**config.mk**
```make
export PLATFORM = sky130hd
export DESIGN_NAME = frontpanel_spi_device
export DESIGN_NICKNAME = d
export VERILOG_FILES = /design/src/rtl/frontpanel_spi_device.sv
export SDC_FILE = /design/constraint.sdc
export NUM_CORES = 1
export LEC_CHECK = 0
export ABC_AREA = 0
export CAP_MARGIN = 20
export CORE_MARGIN = 2
export CORE_UTILIZATION = 60
export CTS_BUF_LIST = sky130_fd_sc_hd__clkbuf_8
export CTS_CLUSTER_SIZE = 28
export DETAILED_ROUTE_END_ITERATION = 12
export PLACE_DENSITY = 0.86
export SYNTH_ARGS = -nofsm -noshare
export SYNTH_HDL_FRONTEND = slang
export SYNTH_SLANG_ARGS = --single-unit
```
**constraint.sdc**
```tcl
create_clock -name clk -period 2.87 [get_ports clk]
set_input_delay 0.287 -clock clk [delete_from_list [all_inputs] [get_ports clk]]
set_output_delay 0.287 -clock clk [all_outputs]
set_load 0.05 [all_outputs]
```
**src/rtl/frontpanel_spi_device.sv**
```systemverilog
// -----------------------------------------------------------------------------
// frontpanel_spi_device
// Device side of the write-only front panel SPI link. Resynchronises SCK, MOSI
// and CS_N into clk, deserialises mode-0 MSB-first bytes and reports each byte
// with its index in the chip-select frame, plus frame open/close pulses.
//
// Ports
//   clk, rst_n    system clock, asynchronous active-low reset
//   spi_sck       SPI clock from host (async)
//   spi_mosi      SPI data from host (async)
//   spi_cs_n      active-low chip select from host (async)
//   frame_start   one-cycle pulse when a frame opens
//   rx_valid      one-cycle pulse when rx_data/rx_index update
//   rx_data       last completed byte
//   rx_index      position of rx_data within the frame
//   frame_end     one-cycle pulse when a frame closes
//   frame_len     complete bytes accepted in the closed frame (held)
//   frame_err     closed frame ended mid-byte or overflowed (held)
//   busy          high while a frame is open
// -----------------------------------------------------------------------------
module frontpanel_spi_device #(
   parameter int unsigned SYNC_STAGES     = 2,
   parameter int unsigned MAX_FRAME_BYTES = 255
) (
   input  logic       clk,
   input  logic       rst_n,
   input  logic       spi_sck,
   input  logic       spi_mosi,
   input  logic       spi_cs_n,
   output logic       frame_start,
   output logic       rx_valid,
   output logic [7:0] rx_data,
   output logic [7:0] rx_index,
   output logic       frame_end,
   output logic [7:0] frame_len,
   output logic       frame_err,
   output logic       busy
);

   localparam int unsigned DW      = 8;
   localparam int unsigned BCW     = 3;
   localparam int unsigned FLUSH_W = 3;
   // Cycles for the reset values to drain out of the synchronisers and edge register.
   localparam int unsigned FLUSH   = SYNC_STAGES + 1;

   typedef enum logic [1:0] {
      S_DISARMED = 2'd0,
      S_IDLE     = 2'd1,
      S_ACTIVE   = 2'd2
   } state_t;

   // Pin synchronisers plus one edge-detect register per signal
   logic [SYNC_STAGES-1:0] r_sck_sync;
   logic [SYNC_STAGES-1:0] r_mosi_sync;
   logic [SYNC_STAGES-1:0] r_cs_sync;
   logic                   r_sck_d;
   logic                   r_mosi_d;
   logic                   r_cs_d;
   logic [FLUSH_W-1:0]     r_flush;

   always_ff @(posedge clk or negedge rst_n) begin
      if (!rst_n) begin
         r_sck_sync  <= '0;
         r_mosi_sync <= '0;
         r_cs_sync   <= '1;
         r_sck_d     <= 1'b0;
         r_mosi_d    <= 1'b0;
         r_cs_d      <= 1'b1;
         r_flush     <= '0;
      end else begin
         r_sck_sync  <= {r_sck_sync[SYNC_STAGES-2:0], spi_sck};
         r_mosi_sync <= {r_mosi_sync[SYNC_STAGES-2:0], spi_mosi};
         r_cs_sync   <= {r_cs_sync[SYNC_STAGES-2:0], spi_cs_n};
         r_sck_d     <= r_sck_sync[SYNC_STAGES-1];
         r_mosi_d    <= r_mosi_sync[SYNC_STAGES-1];
         r_cs_d      <= r_cs_sync[SYNC_STAGES-1];
         if (r_flush != FLUSH_W'(FLUSH)) r_flush <= r_flush + FLUSH_W'(1);
      end
   end

   logic w_sck_rise;
   logic w_cs_fall;
   logic w_cs_rise;
   logic w_cs_high;
   logic w_flushed;

   assign w_sck_rise = r_sck_sync[SYNC_STAGES-1] & ~r_sck_d;
   assign w_cs_fall  = ~r_cs_sync[SYNC_STAGES-1] & r_cs_d;
   assign w_cs_rise  = r_cs_sync[SYNC_STAGES-1] & ~r_cs_d;
   assign w_cs_high  = r_cs_sync[SYNC_STAGES-1] & r_cs_d;
   assign w_flushed  = (r_flush == FLUSH_W'(FLUSH));

   // FSM and datapath registers
   state_t          r_state;
   logic [BCW-1:0]  r_bit_cnt;
   logic [DW-1:0]   r_byte_cnt;
   logic            r_ovf;
   logic [DW-1:0]   r_shift;
   logic            r_frame_start;
   logic            r_rx_valid;
   logic [DW-1:0]   r_rx_data;
   logic [DW-1:0]   r_rx_index;
   logic            r_frame_end;
   logic [DW-1:0]   r_frame_len;
   logic            r_frame_err;
   logic            r_busy;

   state_t          w_nxt_state;
   logic [BCW-1:0]  w_nxt_bit_cnt;
   logic [DW-1:0]   w_nxt_byte_cnt;
   logic            w_nxt_ovf;
   logic [DW-1:0]   w_nxt_shift;
   logic            w_nxt_frame_start;
   logic            w_nxt_rx_valid;
   logic [DW-1:0]   w_nxt_rx_data;
   logic [DW-1:0]   w_nxt_rx_index;
   logic            w_nxt_frame_end;
   logic [DW-1:0]   w_nxt_frame_len;
   logic            w_nxt_frame_err;
   logic            w_nxt_busy;
   logic [DW-1:0]   w_byte;

   assign w_byte = {r_shift[DW-2:0], r_mosi_d};

   always_ff @(posedge clk or negedge rst_n) begin
      if (!rst_n) begin
         r_state       <= S_DISARMED;
         r_bit_cnt     <= '0;
         r_byte_cnt    <= '0;
         r_ovf         <= 1'b0;
         r_shift       <= '0;
         r_frame_start <= 1'b0;
         r_rx_valid    <= 1'b0;
         r_rx_data     <= '0;
         r_rx_index    <= '0;
         r_frame_end   <= 1'b0;
         r_frame_len   <= '0;
         r_frame_err   <= 1'b0;
         r_busy        <= 1'b0;
      end else begin
         r_state       <= w_nxt_state;
         r_bit_cnt     <= w_nxt_bit_cnt;
         r_byte_cnt    <= w_nxt_byte_cnt;
         r_ovf         <= w_nxt_ovf;
         r_shift       <= w_nxt_shift;
         r_frame_start <= w_nxt_frame_start;
         r_rx_valid    <= w_nxt_rx_valid;
         r_rx_data     <= w_nxt_rx_data;
         r_rx_index    <= w_nxt_rx_index;
         r_frame_end   <= w_nxt_frame_end;
         r_frame_len   <= w_nxt_frame_len;
         r_frame_err   <= w_nxt_frame_err;
         r_busy        <= w_nxt_busy;
      end
   end

   // Next-state and next-output logic; sck edges coinciding with a CS_N edge are dropped
   always_comb begin
      w_nxt_state       = r_state;
      w_nxt_bit_cnt     = r_bit_cnt;
      w_nxt_byte_cnt    = r_byte_cnt;
      w_nxt_ovf         = r_ovf;
      w_nxt_shift       = r_shift;
      w_nxt_frame_start = 1'b0;
      w_nxt_rx_valid    = 1'b0;
      w_nxt_rx_data     = r_rx_data;
      w_nxt_rx_index    = r_rx_index;
      w_nxt_frame_end   = 1'b0;
      w_nxt_frame_len   = r_frame_len;
      w_nxt_frame_err   = r_frame_err;
      w_nxt_busy        = r_busy;

      case (r_state)
         S_DISARMED: begin
            // Wait for reset values to flush so a frame live at reset release is skipped
            if (w_flushed && w_cs_high) w_nxt_state = S_IDLE;
         end
         S_IDLE: begin
            if (w_cs_fall) begin
               w_nxt_state       = S_ACTIVE;
               w_nxt_frame_start = 1'b1;
               w_nxt_busy        = 1'b1;
               w_nxt_bit_cnt     = '0;
               w_nxt_byte_cnt    = '0;
               w_nxt_ovf         = 1'b0;
               w_nxt_shift       = '0;
            end
         end
         S_ACTIVE: begin
            if (w_cs_rise) begin
               w_nxt_state     = S_IDLE;
               w_nxt_frame_end = 1'b1;
               w_nxt_frame_len = r_byte_cnt;
               w_nxt_frame_err = (r_bit_cnt != '0) | r_ovf;
               w_nxt_busy      = 1'b0;
            end else if (w_sck_rise) begin
               w_nxt_shift   = w_byte;
               w_nxt_bit_cnt = r_bit_cnt + BCW'(1);
               if (r_bit_cnt == BCW'(7)) begin
                  if (r_byte_cnt < DW'(MAX_FRAME_BYTES)) begin
                     w_nxt_rx_valid = 1'b1;
                     w_nxt_rx_data  = w_byte;
                     w_nxt_rx_index = r_byte_cnt;
                     w_nxt_byte_cnt = r_byte_cnt + DW'(1);
                  end else begin
                     w_nxt_ovf = 1'b1;
                  end
               end
            end
         end
         default: w_nxt_state = S_DISARMED;
      endcase
   end

   assign frame_start = r_frame_start;
   assign rx_valid    = r_rx_valid;
   assign rx_data     = r_rx_data;
   assign rx_index    = r_rx_index;
   assign frame_end   = r_frame_end;
   assign frame_len   = r_frame_len;
   assign frame_err   = r_frame_err;
   assign busy        = r_busy;

endmodule

```
Word-level counts from Yosys, hierarchy flattened
Index checks and enable logic that the tools add are counted.
- add/subtract/negate cells: 3
- $lt $le $gt $ge: 1
- eq/ne operators: 13
- mux-type cells: 35
- bitwise logic cells: 9
- reduce and logical (&&, ||, !) cells: 11
- operators by type and width (cell ; number):
    two-way mux 8 bit ; 5
    two-way mux 1 bit ; 16
    != test 2 bit (second input constant) ; 8
    case mux 8 bit (2 select lines) ; 1
    two-way mux 7 bit ; 2
    case mux 7 bit (2 select lines) ; 1
    AND reduction 6 bit ; 2
    two-way mux 3 bit ; 3
    adder 8 x 1 -> 8 bit (second input constant) ; 1
    less-than comparator 8 bit (second input constant) ; 1
    adder 3 x 1 -> 3 bit (second input constant) ; 2
    two-way mux 2 bit ; 3
    case mux 2 bit (3 select lines) ; 1
    case mux 3 bit (2 select lines) ; 1
    AND reduction 3 bit ; 2
    AND reduction 5 bit ; 1
    bitwise AND 1 bit ; 4
    inverter 1 bit ; 4
    case mux 1 bit (2 select lines) ; 2
    AND reduction 4 bit ; 1
    equality test 3 x 2 -> 1 bit (second input constant) ; 1
    equality test 3 bit (second input constant) ; 1
    != test 3 x 2 -> 1 bit (second input constant) ; 1
    nonzero test 3 bit ; 1
    7 further kinds ; 7
- flip-flop bits (word level): 62
- input bits: 5
- output and inout port bits: 29
- word-level logic and storage cells: 92

Depth between registers and ports, before layout
Gate-level depths: netlist of the first run.
- word-level depth: 6
- mapped depth: 7
- depth with buffers taken out: 6

Least setup slack after synthesis of the first run
OpenSTA, ideal clock, no wires.
- kind: register -> register
- start: register r_byte_cnt[0]
- end: register r_rx_data[4] (netlist: rx_data[4])
- arrival time: 1.615 ns
- data required time: 2.745 ns
- setup slack: 1.130 ns
- stages on the path, launching flop included: 8
- buffers on the path: 2
- cell sequence: dfrtp_1 -> ha_1 -> nand3_2 -> o21ai_2 -> or2_1 -> buf_6 -> buf_12 -> mux2_4
- longest elaborated chain between the ends: 2
- RTL lines (item ; line ; source):
    start, declared ; 96 ; logic [DW-1:0] r_byte_cnt;
    start signal, assigned ; 143 ; r_byte_cnt <= w_nxt_byte_cnt;
    less-than comparator 8 bit ; 200 ; if (r_byte_cnt < DW'(MAX_FRAME_BYTES)) begin
    AND reduction 5 bit (no line) ; -- ;
    end signal, assigned ; 148 ; r_rx_data <= w_nxt_rx_data;
    end, declared ; 101 ; logic [DW-1:0] r_rx_data;
No other way between the ends.
A chain may end at the register's enable or synchronous reset.

Worst setup path in the final report of the first run
- start: register r_byte_cnt[1]
- end: register r_rx_index[5] (netlist: rx_index[5])
- longest elaborated chain between the ends: 2
- RTL lines (item ; line ; source):
    less-than comparator 8 bit ; 200 ;
    AND reduction 5 bit (no line) ; -- ;
    end signal, assigned ; 149 ; r_rx_index <= w_nxt_rx_index;
    end, declared ; 102 ; logic [DW-1:0] r_rx_index;
No other way between the ends.

==> results of run 1 <==
[cells by family after synthesis]
logic type      Yosys count  synth area share, %
compound gates           37                 10.3
xor+xnor                  1                0.343
fa+ha+maj                 6                 2.94
buf+inv                  15                 3.28
flops                    62                 60.8
mux                      24                 11.7
simple gates             51                 10.7
[worst reg2reg max path, cell delays in order (launching register included)]
cell	delay [ns]
sky130_fd_sc_hd__dfrtp_1	0.42
sky130_fd_sc_hd__ha_1	0.24
sky130_fd_sc_hd__nand3_2	0.16
sky130_fd_sc_hd__o21ai_2	0.28
sky130_fd_sc_hd__or2_1	0.44
sky130_fd_sc_hd__buf_4	0.28
sky130_fd_sc_hd__mux2_2	0.35
[area by class of cell]
| type | count | area [sq um] | area share, % |
|---|---|---|---|
| clock inverter | 6 | 85.1 | 2.67 |
| multi-input combinational | 119 | 918 | 28.8 |
| sequential | 62 | 1560 | 48.8 |
| inverter | 7 | 26.3 | 0.825 |
| tap | 50 | 62.6 | 1.96 |
| clock buffer | 10 | 138 | 4.32 |
| timing repair buffer | 41 | 400 | 12.6 |
[power breakdown]
group | internal, mW | leakage [nW] | total [mW] | switching [mW]
clock network | 0.509 | 0.108 | 0.845 | 0.336
logic | 0.0812 | 0.550 | 0.226 | 0.145
registers | 0.916 | 0.822 | 0.948 | 0.0322
[state kept, by name, summed over array words and instances (netlist names), 2 cells and up]
| name | cells |
|---|---|
| rx_data | 8 |
| r_shift | 7 |
| r_mosi_sync | 2 |
| frame_len | 8 |
| r_byte_cnt | 8 |
| r_flush | 3 |
| r_state | 2 |
| rx_index | 8 |
| r_sck_sync | 2 |
| r_cs_sync | 2 |
| r_bit_cnt | 3 |
[placed cells by master, fill, tap and decap left out, drive strengths merged, types with 2 or more instances in the layout]
cell type and n:
dfrtp 59, clkdlybuf4s50 32, mux2 23, nand2 22, o21ai 14, clkbuf 10
buf 8, nor2 7, inv 7, ha 6, nand3 6, o22a 3
a21o 3, dfstp 3, a21oi 3, nand2b 2, nor2b 2, nor4 2
o31ai 2, and3 2, a31oi 2, clkinvlp 2, bufinv 2, clkinv 2
and4bb 2
[layer usage]
layer / wire [microns] / GRT usage [%] / vias up
li1: - / - / 785
met1: 2040 / 28.4 / 837
met2: 2370 / 33.7 / 54
met3: 263 / 8.43 / 8
met4: 95 / 12.4 / 0
met5: 0 / 0 / -
[worst max path at each step]
stage / to / slack [ns] / startpoint / depth (start not counted)
after floorplan: rx_data[4] / 1.13 / r_byte_cnt[0] / 7
after global placement: rx_index[5] / 0.72 / r_byte_cnt[0] / 6
after detailed placement: rx_index[5] / 0.63 / r_byte_cnt[0] / 6
after CTS: rx_index[5] / 0.62 / r_byte_cnt[1] / 6
after global routing: rx_index[5] / 0.50 / r_byte_cnt[1] / 6
final: rx_index[5] / 0.60 / r_byte_cnt[1] / 6
==> implementation parameters, run 1 <==
Parameter                              Value

Placed design
  Last weighted congestion value of the routability-driven placer    0.840
  # port buffers    33
  Minimum setup slack after placement    0.626 ns
  HPWL reported at the end of detailed placement    3.23 mm
  Cell count after placement    277
  Standard cell area after detailed placement    0.00295 sq mm

Logic synthesis
  Unique cell type count in the Yosys netlist    49
  Area share of the leading cell type in the synthesized netlist    57.7%
  Post-Synthesis Net Count    207
  Sequential share of the synthesized area    60.8%
  Ys async rst share    100%
  Cell taking the most area after synthesis    sky130_fd_sc_hd__dfrtp_1
  Synthesized area per cell    13.0 sq um
  Predominant post-synthesis flop cell    sky130_fd_sc_hd__dfrtp_1
  Number of flops mapped to enable cells by yosys    0
  Yosys warns    0
  Top area cells in the synthesized netlist    sky130_fd_sc_hd__dfrtp_1, sky130_fd_sc_hd__mux2_2, sky130_fd_sc_hd__mux2_4
  Post-Synthesis Cell Area    0.00256 sq mm
  #FFs+latches synth    62
  Library cell with the highest instance count after synthesis    sky130_fd_sc_hd__dfrtp_1
  Instance count of the mapped netlist    196
  Leading post-synthesis cells by instance count    sky130_fd_sc_hd__dfrtp_1, sky130_fd_sc_hd__nand2_1, sky130_fd_sc_hd__mux2_2

Floorplan
  Die Ht    69.3 microns
  Area inside the core boundary    0.00406 sq mm
  Effective utilization at floorplan    63.0%
  Floorplan die width    69.3 microns
  Row count    23
  Number of primary I/O pins    34
  Die Outline Area    0.00480 sq mm

Detailed routing
  Routed vias    1684
  Number of nets with antenna violations after detailed routing    0
  Detailed Routing Iterations Pass 1    4
  Total Wirelength    4.77 mm
  Wire per inst    16.2 microns
  Initial drt markers    155
  Drc violations    0
  Per-cell via count in the routed design    5.71

Timing
  Fmax achieved    0.440 GHz
  Transition time at the pin with the least slew margin    0.645 ns
  Final number of hold-violating endpoints    0
  Setup Total Neg Slack    0 ns
  Post-layout worst setup margin    0.598 ns
  Relative slew slack    57.0%
  RSZ-0062 raised after global routing    false
  Final worst clock skew    0.00752 ns
  Slew Limit Fails    0
  Final setup vio count    0
  Worst hold slack after final layout    0.357 ns
  Time the worst path needs with I/O delays and setup    2.27 ns
  Final critical-path share of the clock period    79.2%

CTS
  CTS hold repair buffers    1
  Worst-Skew Late Latency    0.34 ns
  Post-CTS setup buffer count    0
  TritonCTS clock tree    yes
  Number of buffers inserted during clock tree synthesis    9
  Post_cts resized    0
  Number of H-tree branching levels    3
  CTS Root Buffer Type    sky130_fd_sc_hd__clkbuf_8
  Maximum number of buffers from clock root to sink    2
  Clock transition at the registers of the reported paths    0.07 ns
  Clk sinks    62

Global routing
  Largest net degree at the start of global routing    29
  Remaining global-route overflow    0
  Global-route wire length before repair    8.27 mm
  Antenna violations before repair    0
  Total routing usage reported by global routing    22.5%
  Vias in the first global route    1726

Hold path
  Class of the tightest hold or removal check    in2reg
  Hold path startpoint    spi_cs_n
  Hold depth    1
  Hold endpoint    r_cs_sync[0]

Cells and area
  Fillers    239
  Layout Cells excl Fill    295
  Finished Core Util    78.5%
  Final instance area    0.00319 sq mm
  Fraction of final layout cells sized beyond drive strength 1    23.7%
  Total number of nets in the final design    251
  Post-synthesis to final-layout area growth    24.6%
  Diode insertion count for antenna repair    0

Setup path
  Crit path launch type    flop
  Worst Path Arrival    2.51 ns
  Number of cells on the worst reg-to-reg path    6
  Launch point of the worst reg-to-reg path    r_byte_cnt[1]
  Critical Path Fanout Max    9
  Cells along the critical path    ha_1, nand3_2, o21ai_2, or2_1, buf_4, mux2_2
  Worst setup EP type    flop
  Required time at the worst-slack endpoint    3.10 ns
  Kind of critical path    reg2reg
  Reg-to-reg slack, setup    0.60 ns
  Sum of buffers and inverters on the critical path    1
  Worst path top cell family by delay    simple AND/OR/NAND/NOR gates
  Capturing point of the worst reg2reg path    rx_index[5]
  Slowest cell on crit path    sky130_fd_sc_hd__or2_1
  Slowest stage delay, CP    0.44 ns

Run status
  Run status    complete, no violations

Power
  Largest voltage drop on the vdd net    502 uV
  Total power density per cell area    634 mW/mm^2
  Leakage power    1.48 nW
  Overall power    2.02 mW

Job
  Total of max-cap violations    0
No activity file was read; power rests on OpenSTA's default activity.
==> run 2, diff against run 1 <==
Settings changed: CORE_UTILIZATION 60 to 51, PLACE_DENSITY 0.86 to 0.78.
Clock period 2.87 ns to 1.88 ns, I/O delays scaled along.
==> run 2 against run 1 <==
Against the previous run:
- combinational power is 54% higher
- power is 38% higher
- first-iteration DRC count is 45% lower
- cell area is 1.9% higher
- non-clock buffer count is 10 higher
- clock-buffer cell count is 1 higher
- cell count is 8.8% higher
- worst setup slack worse by 0.50 ns
- clock skew is 0.0024 ns lower
- hold slack worse by 0.092 ns
- sequential share of layout area is 0.90 points lower
- largest cell class unchanged
==> implementation parameters, run 2 (synthesis gave the netlist of run 1 again) <==
Parameter                              Value

Hold path
  Hold depth    1 (unchanged)
  Class of the tightest hold or removal check    in2reg

Global routing
  Most Crowded Layer GR    met2
  Remaining global-route overflow    0 (unchanged)
  Met3 Resource Use GR    6.96% (-1.5 points)
  Met2 routing resource usage after global routing    31.4% (-2.3 points)
  Largest net degree at the start of global routing    44 (+52%)
  Met1 Usage GRT    26.2% (-2.2 points)
  Global-route wire length before repair    8.20 mm (-0.83%)
  Vias in the first global route    1771 (+2.6%)
  Total routing usage reported by global routing    20.7% (-1.8 points)
  Antenna violations before repair    0 (unchanged)

Power
  Leakage power    1.53 nW (+3.3%)
  Largest voltage drop on the vdd net    538 uV (+7.1%)
  Total power density per cell area    861 mW/mm^2 (+36%)
  Overall power    2.80 mW (+38%)

Run status
  Run status    complete, no violations

Cells and area
  Total number of nets in the final design    261 (+4.0%)
  Final instance area    0.00325 sq mm (+1.9%)
  Most common cell after layout, fill and taps aside    sky130_fd_sc_hd__dfrtp_1
  Fraction of final layout cells sized beyond drive strength 1    25.6% (+1.9 points)
  Fillers    363 (+52%)
  Register cell area after layout    0.00156 sq mm (unchanged)
  Post-synthesis to final-layout area growth    26.9%
  Commonest non-fill, non-tap cells in the layout    sky130_fd_sc_hd__dfrtp_1, sky130_fd_sc_hd__clkdlybuf4s50_1, sky130_fd_sc_hd__nand2_1
  Combined area of the multi-input logic cells    925 sq um (+0.68%)
  Diode insertion count for antenna repair    0 (unchanged)

Timing
  Setup Total Neg Slack    0 ns (unchanged)
  Transition time at the pin with the least slew margin    0.514 ns (-0.130 ns)
  Relative slew slack    65.6% (+8.6 points)
  Final number of hold-violating endpoints    0 (unchanged)
  Slew Limit Fails    0 (unchanged)
  Final setup vio count    0 (unchanged)
  RSZ-0062 raised after global routing    false
  Final worst clock skew    0.00509 ns (-0.00244 ns)
  Worst hold slack after final layout    0.264 ns (-0.0924 ns)
  Fmax achieved    0.560 GHz (+27%)
  Final critical-path share of the clock period    94.9% (+16 points)
  Time the worst path needs with I/O delays and setup    1.78 ns (-0.488 ns)

Floorplan
  Die Outline Area    0.00560 sq mm (+17%)
  Floorplan die width    74.8 microns (+8.0%)
  Effective utilization at floorplan    53.4% (-9.6 points)
  Number of primary I/O pins    34 (unchanged)
  Die Ht    74.8 microns (+8.0%)
  Area inside the core boundary    0.00479 sq mm (+18%)
  Row count    25 (+8.7%)

Detailed routing
  Detailed Routing Iterations Pass 1    4 (unchanged)
  Drc violations    0 (unchanged)
  Number of nets with antenna violations after detailed routing    0 (unchanged)
  Per-cell via count in the routed design    5.40 (-5.4%)
  Total Wirelength    4.79 mm (+0.36%)
  Routed vias    1734 (+3.0%)
  Initial drt markers    85 (-45%)
  Wire per inst    14.9 microns (-7.8%)

CTS
  Number of H-tree branching levels    3 (unchanged)
  Worst-Skew Late Latency    0.35 ns (about the same)
  Number of buffers inserted during clock tree synthesis    9 (unchanged)
  Maximum number of buffers from clock root to sink    2 (unchanged)
  Clk sinks    62 (unchanged)
  CTS Root Buffer Type    sky130_fd_sc_hd__clkbuf_8
  TritonCTS clock tree    yes
  Clock transition at the registers of the reported paths    0.06 ns (about the same)

Setup path
  Required time at the worst-slack endpoint    2.11 ns (-0.99 ns)
  Worst Path Arrival    2.02 ns (-0.49 ns)
  Kind of critical path    reg2reg
  Worst setup EP type    flop
  Critical Path Fanout Max    6 (-3)
  Crit path launch type    flop
  Number of cells on the worst reg-to-reg path    6 (unchanged)

Placed design
  # port buffers    33 (unchanged)
  Last weighted congestion value of the routability-driven placer    0.835 (-0.61%)
  Standard cell area after detailed placement    0.00306 sq mm (+4.0%)
  HPWL reported at the end of detailed placement    3.34 mm (+3.4%)

Job
  Total of max-cap violations    0 (unchanged)
-- run 2: metal layers --
metal  wire length, microns  vias up
met4                    117        0
li1                       -      803
met2                   2240       45
met5                      0        -
met1                   2200      874
met3                    232       12
-- run 2: area by class of cell --
type,instances,share of cell area (%)
sequential,62,47.9
multi-input combinational,119,28.5
timing repair buffer,51,15.0
clock buffer,11,4.66
tap,67,2.58
inverter,7,0.810
clock inverter,4,0.501
-- run 2: path summary, 6_finish.rpt --
| path | startpoint | end | slack (ns) |
|---|---|---|---|
| worst min register to register | r_mosi_sync[1] | r_mosi_d | 0.35 |
| worst max register to register | r_byte_cnt[1] | rx_index[3] | 0.1 |
| min in group asynchronous | rst_n | frame_end | 0.32 |
| worst min-delay path | spi_cs_n | r_cs_sync[0] | 0.26 |
| max in group asynchronous | rst_n | r_cs_sync[1] | 0.92 |
| worst max-delay path | r_byte_cnt[1] | rx_index[3] | 0.1 |
-- run 2: power by group --
| group | total (mW) | leakage (nW) | switching, mW | internal (mW) |
|---|---|---|---|---|
| Clock | 1.00 | 0.0990 | 0.478 | 0.526 |
| Sequential | 1.44 | 0.822 | 0.0448 | 1.40 |
| Combinational | 0.349 | 0.608 | 0.219 | 0.130 |
-- run 2: worst max-delay path, cell delays in order (launching register included) --
cell                      delay (ns)
sky130_fd_sc_hd__dfrtp_1        0.36
sky130_fd_sc_hd__ha_1           0.21
sky130_fd_sc_hd__nand3_2        0.12
sky130_fd_sc_hd__o21ai_2        0.25
sky130_fd_sc_hd__or2_1          0.23
sky130_fd_sc_hd__buf_4          0.20
sky130_fd_sc_hd__mux2_4         0.30
-- run 2: stage by stage --
stage / util (%) / std cells / worst slack (ns)
after floorplan: - / 196 / 0.140
after global routing: 67.8 / 321 / 0.0223
after global placement: 64.0 / 305 / 0.127
after CTS: 67.7 / 321 / 0.0654
final: 67.8 / 321 / 0.0956
after detailed placement: 64.0 / 305 / 0.0840
-- run 2: what timing repair did --
| action | CTS | global route |
|---|---|---|
| hold endpoints to repair | 19 | 0 |
| buffers inserted | 0 | 0 |
| endpoints found under the setup margin | 0 | 1 |
| hold buffers | 1 | 0 |
| resized for setup | 0 | 2 |
